==> src/rtl/inst_encode_pkg.sv <==
// Shared encoding constants for the instruction encoder and its output queue.
package inst_encode_pkg;

    localparam logic [5:0] OP_RTYPE = 6'd0;
    localparam logic [5:0] OP_STORE = 6'd40;

    localparam int FIFO_DEPTH = 4;
    localparam int INST_W     = 32;

    localparam int OPC_LSB = 26;
    localparam int RD_LSB  = 21;
    localparam int RS_LSB  = 16;
    localparam int RT_LSB  = 11;
    localparam int SH_LSB  = 6;
    localparam int FN_LSB  = 0;

    typedef struct packed {
        logic              store;
        logic [INST_W-1:0] inst;
    } fifo_entry_t;

    // True when the 32-bit immediate survives truncation to 16 signed bits.
    function automatic logic imm_fits16(input logic [31:0] imm);
        return imm[31:16] == {16{imm[15]}};
    endfunction

endpackage

==> src/rtl/inst_fifo.sv <==
// Small synchronous FIFO with registered storage and occupancy count.
module inst_fifo #(
    parameter int WIDTH = 33,
    parameter int DEPTH = 4,
    localparam int PW = (DEPTH > 1) ? $clog2(DEPTH) : 1,
    localparam int CW = $clog2(DEPTH + 1)
) (
    input  logic             clk,
    input  logic             rst_n,
    input  logic             push,
    input  logic             pop,
    input  logic [WIDTH-1:0] wdata,
    output logic [WIDTH-1:0] rdata,
    output logic             full,
    output logic             empty,
    output logic [CW-1:0]    count
);

    logic [WIDTH-1:0] mem [DEPTH];
    logic [PW-1:0]    wr_ptr;
    logic [PW-1:0]    rd_ptr;
    logic             do_push;
    logic             do_pop;

    function automatic logic [PW-1:0] ptr_next(input logic [PW-1:0] ptr);
        return (ptr == PW'(DEPTH - 1)) ? '0 : ptr + PW'(1);
    endfunction

    assign full    = (count == CW'(DEPTH));
    assign empty   = (count == '0);
    assign do_push = push && !full;
    assign do_pop  = pop && !empty;
    assign rdata   = mem[rd_ptr];

    always_ff @(posedge clk or negedge rst_n) begin
        if (!rst_n) begin
            wr_ptr <= '0;
            rd_ptr <= '0;
            count  <= '0;
            for (int i = 0; i < DEPTH; i++) mem[i] <= '0;
        end else begin
            if (do_push) begin
                mem[wr_ptr] <= wdata;
                wr_ptr      <= ptr_next(wr_ptr);
            end
            if (do_pop) rd_ptr <= ptr_next(rd_ptr);
            // simultaneous push and pop leaves occupancy unchanged
            case ({do_push, do_pop})
                2'b10:   count <= count + CW'(1);
                2'b01:   count <= count - CW'(1);
                default: count <= count;
            endcase
        end
    end

endmodule

==> src/rtl/inst_encode.sv <==
// Packs decoded instruction fields back into 32-bit words and queues them
// with a running instruction-memory address for the consumer.
module inst_encode
    import inst_encode_pkg::*;
(
    input  logic        clk,
    input  logic        rst_n,
    input  logic        in_valid,
    output logic        in_ready,
    input  logic [11:0] ctrl,
    input  logic [4:0]  rd,
    input  logic [4:0]  rs,
    input  logic [4:0]  rt,
    input  logic [4:0]  shift,
    input  logic [31:0] imm,
    output logic        out_valid,
    input  logic        out_ready,
    output logic [31:0] out_inst,
    output logic        out_store,
    output logic [9:0]  out_addr,
    input  logic        addr_load,
    input  logic [9:0]  addr_base,
    output logic        err_imm,
    input  logic        err_clr,
    output logic [2:0]  count
);

    logic [5:0]  opcode;
    logic [5:0]  func;
    logic [31:0] word;
    logic        push;
    logic        pop;
    logic        full;
    logic        empty;
    fifo_entry_t wr_entry;
    fifo_entry_t head;

    assign opcode = ctrl[11:6];
    assign func   = ctrl[5:0];

    always_comb begin
        word                 = '0;
        word[OPC_LSB +: 6]   = opcode;
        word[RD_LSB +: 5]    = rd;
        word[RS_LSB +: 5]    = rs;
        if (opcode == OP_RTYPE) begin
            word[RT_LSB +: 5] = rt;
            word[SH_LSB +: 5] = shift;
            word[FN_LSB +: 6] = func;
        end else begin
            word[15:0] = imm[15:0];
        end
    end

    assign wr_entry.inst  = word;
    assign wr_entry.store = (opcode == OP_STORE);

    assign in_ready  = !full;
    assign out_valid = !empty;
    assign push      = in_valid && in_ready;
    assign pop       = out_valid && out_ready;
    assign out_inst  = head.inst;
    assign out_store = head.store;

    inst_fifo #(
        .WIDTH($bits(fifo_entry_t)),
        .DEPTH(FIFO_DEPTH)
    ) u_fifo (
        .clk   (clk),
        .rst_n (rst_n),
        .push  (push),
        .pop   (pop),
        .wdata (wr_entry),
        .rdata (head),
        .full  (full),
        .empty (empty),
        .count (count)
    );

    // address preset beats the pop increment; 10-bit add wraps 1023 -> 0
    always_ff @(posedge clk or negedge rst_n) begin
        if (!rst_n) begin
            out_addr <= '0;
            err_imm  <= 1'b0;
        end else begin
            if (addr_load)
                out_addr <= addr_base;
            else if (pop)
                out_addr <= out_addr + 10'd1;

            if (push && (opcode != OP_RTYPE) && !imm_fits16(imm))
                err_imm <= 1'b1;
            else if (err_clr)
                err_imm <= 1'b0;
        end
    end

endmodule

==> config.mk <==
export PLATFORM = sky130hd
export DESIGN_NAME = inst_encode
export DESIGN_NICKNAME = d
export VERILOG_FILES = /design/src/rtl/inst_encode_pkg.sv /design/src/rtl/inst_fifo.sv /design/src/rtl/inst_encode.sv
export SDC_FILE = /design/constraint.sdc
export NUM_CORES = 1
export LEC_CHECK = 0
export BUFFER_PORTS_ARGS = -buffer_cell sky130_fd_sc_hd__buf_2
export CAP_MARGIN = 25
export CORE_MARGIN = 2
export CORE_UTILIZATION = 30
export DETAILED_ROUTE_END_ITERATION = 8
export GPL_ROUTABILITY_DRIVEN = 0
export PLACE_DENSITY = 0.51
export SYNTH_ARGS = -nofsm -noshare
export SYNTH_HDL_FRONTEND = slang
export SYNTH_SLANG_ARGS = --single-unit
==> constraint.sdc <==
create_clock -name clk -period 3.2 [get_ports clk]
set_clock_uncertainty 0.15 [all_clocks]
set_input_delay 0.64 -clock clk [delete_from_list [all_inputs] [get_ports clk]]
set_output_delay 0.64 -clock clk [all_outputs]
set_load 0.005 [all_outputs]
==> summary.md <==
| Metric | Value |
|---|---|
| CP cell instances | buf_12 -> mux4_2 -> buf_2 |
| Final Hold Fails | 0 |
| Sink Count | 150 |
| Area contributors post-synth | dfrtp_1 54%, mux2_2 23%, mux4_2 11%, mux2_4 1.9%, nand2_1 1.3% |
| Core footprint | 0.0227 mm^2 |
| Top-area cell type share of the netlist area | between 50% and 60% |
| Via density | 4.87 |
| Synth top cells by count | 150 x dfrtp_1, 141 x mux2_2, 33 x mux4_2, 24 x nand2_1, 12 x buf_1 |
| DRT iter0 DRCs | around 180 |
| Post-route ant nets | 0 |
| Largest net degree at the start of global routing | 67 |
| Crit end category | output port |
| CP max-delay cell | dfrtp_2 |
| Leak | around 3.8 nW |
| Total congestion overflow | 0 |
| R2r worst-path depth | 8 |
| First-pass GRT wire length | ~26 mm |
| Vias in the first global route | ~4,800 |
| CTS H-tree depth | 4 |
| DR pass1 iterations | 4 |
| Clk Latency, worst-skew pair | 0.42 ns |
| Syn avg cell area | between 15 and 20 um^2 |
| Reg2reg end | u_fifo.count[2] |
| Post-route clock period utilization | a little over four fifths |
| WL/cell | about 18 um |
| Hold crit path type | input pin to async pin |
| Starting Density | 30.6% |
| Die X-Extent | roughly 160 um |
| Hold_ws | between 0.004 and 0.005 ns |
| CP required | roughly 2.4 ns |
| Dominant cell type by area after synthesis | dfrtp_1 |
| Cell count after synthesis | 459 |
| Highest Clock Rate | between 300 and 400 MHz |
| Slowest stage delay, CP | about 0.74 ns |
| Ant. Diodes | 0 |
| Fin nets | just under 700 |
| CTS Root Cell | clkbuf_16 |
| Total GRT Usage | 14.2% |
| Fillers | approximately 2,200 |
| Drt drc | 0 |
| RSZ-0062 raised after global routing | false |
| Post-CTS sizing | 0 |
| Layout cells sized above 1 | between 50% and 60% |
| Initial antenna violation count | 0 |
| Cell row count | 55 |
| Crit start category | flop |
| Critical Path AT | around 1.9 ns |
| YS warnings | 0 |
| Max Slew Vio Count | 0 |
| Clock slew at reported path FFs | around 0.070 ns |
| Port buffer count | approximately 130 |
| Clock buffer count from CTS | 17 |
| R2R setup slack | 1.06 ns |
| Setup bufs post-CTS | 0 |
| Unique masters post-synth | 29 |
| Slew headroom | a little over half |
| Top_reg_cell synth | dfrtp_1 |
| Tmin final | between 2 and 3 ns |
| Sequential fraction of the synthesis area | between 50% and 60% |
| Status | finished clean |
| Die height | between 150 and 200 um |
| Final setup fails | 0 |
| Async set or reset register ratio after synthesis | 100% |
| Final WL | approximately 16 mm |
| Ports | 129 |
| Kind of critical path | flop to output port |
| Worst r2r src | u_fifo.count[0] |
| Register bit total from synthesis | 150 |
| Via count | approximately 4,400 |
| Power consumption | around 8.5 mW |
| Worst vdd ir | about 270 uV |
| Syn Nets | between 500 and 600 |
| Hold_buf cts | 0 |
| Reported max-cap violation count | 0 |
| Area Overhead vs Synth | 23.4% |
| Setup TNS | 0 ns |
| Post-synth EDFFs | 0 |
| Clock buffer depth | 2 |
| Worst-Margin Slew | ~0.70 ns |
| DPL Wire Length | between 10 and 15 mm |
| Full die area | 0.0244 mm^2 |
| Synthesized area | roughly 0.007 mm^2 |
| CTS tree | yes |
| Most numerous cell in the Yosys netlist | dfrtp_1 |
| Max FO, Critical Path | 18 |
| Power per cell area | between 900 and 1000 mW/mm^2 |
## placed cells by master, fill, tap and decap left out, drive strengths merged
| cell type | n |
|---|---|
| nand2 | 24 |
| inv | 19 |
| o31ai | 1 |
| nor2 | 5 |
| nand3 | 4 |
| mux2i | 1 |
| buf | 144 |
| a21o | 1 |
| or3 | 4 |
| xor2 | 5 |
| a32o | 1 |
| fa | 1 |
| clkbuf | 17 |
| o21ai | 11 |
| mux4 | 33 |
| xnor2 | 7 |
| o22ai | 1 |
| nor3 | 6 |
| dfrtp | 150 |
| a21boi | 1 |
| or4 | 3 |
| ha | 7 |
| nor4 | 4 |
| o311ai | 1 |
| clkinvlp | 2 |
| nand4 | 4 |
| mux2 | 150 |
| clkinv | 4 |
## registers in the layout, indices dropped and copies added, names as in the netlist
signal,cells
u_fifo.rd_ptr,2
u_fifo.mem,132
out_addr,10
err_imm,1
u_fifo.count,3
u_fifo.wr_ptr,2
## area by class of cell
class | count | area (um^2) | share of cell area, %
Clock buffer | 17 | 425 | 4.96
Clock inverter | 15 | 154 | 1.79
Inverter | 10 | 37.5 | 0.438
Multi-Input combinational cell | 275 | 3060 | 35.6
Sequential cell | 150 | 3760 | 43.8
Tap cell | 285 | 357 | 4.16
Timing Repair Buffer | 144 | 792 | 9.23
## worst max-delay path, delay by kind of cell (launching register included)
kind / cells / cell delay (ns)
buffers and inverters: 2 / 0.41
multiplexers: 1 / 0.34
flip-flops: 1 / 0.74
## per-layer routing
layer	global-route usage (%)	vias up	part of all wire, %
li1	-	1991	-
met1	16.9	2297	43
met2	25.4	56	53
met3	3.10	19	2.4
met4	4.85	0	1.8
met5	0	-	0
## where the power goes
part	switching (mW)	internal, mW
sequential	0.509	2.80
clock	0.900	1.04
combinational	1.26	1.95
## logic make-up (layout without fill, tap and decap cells)
group	Yosys count	after routing	share of synthesized area (%)
buffers and inverters	34	186	2.18
XOR/XNOR	12	12	1.51
flip-flops	150	150	54.0
multiplexers	184	184	35.6
adder cells (fa/ha/maj)	8	8	1.55
AND/OR/NAND/NOR	54	54	3.69
AO/OA/AOI/OAI	17	17	1.48
## worst max path at each step
stage | from | to | slack (ns)
2_1_floorplan | u_fifo.rd_ptr[0] | out_inst[0] | 0.59
3_3_place_gp | ctrl[7] | u_fifo.mem[48] | 0.39
3_5_place_dp | ctrl[7] | u_fifo.mem[114] | 0.37
4_1_cts | u_fifo.rd_ptr[1] | out_inst[31] | 0.46
5_1_grt | u_fifo.rd_ptr[1] | out_inst[31] | 0.40
6_report | u_fifo.rd_ptr[1] | out_inst[1] | 0.50
## per-stage QoR
step	area [um^2]	instances	setup WS (ns)	utilization [%]
6_report	8580	896	0.501	37.8
5_1_grt	8580	896	0.397	37.8
4_1_cts	8580	896	0.455	37.8
3_5_place_dp	8000	864	0.370	35.2
3_3_place_gp	8000	864	0.387	35.2
2_1_floorplan	6950	459	0.586	-
Note: power is estimated with default switching activity, not from simulation.
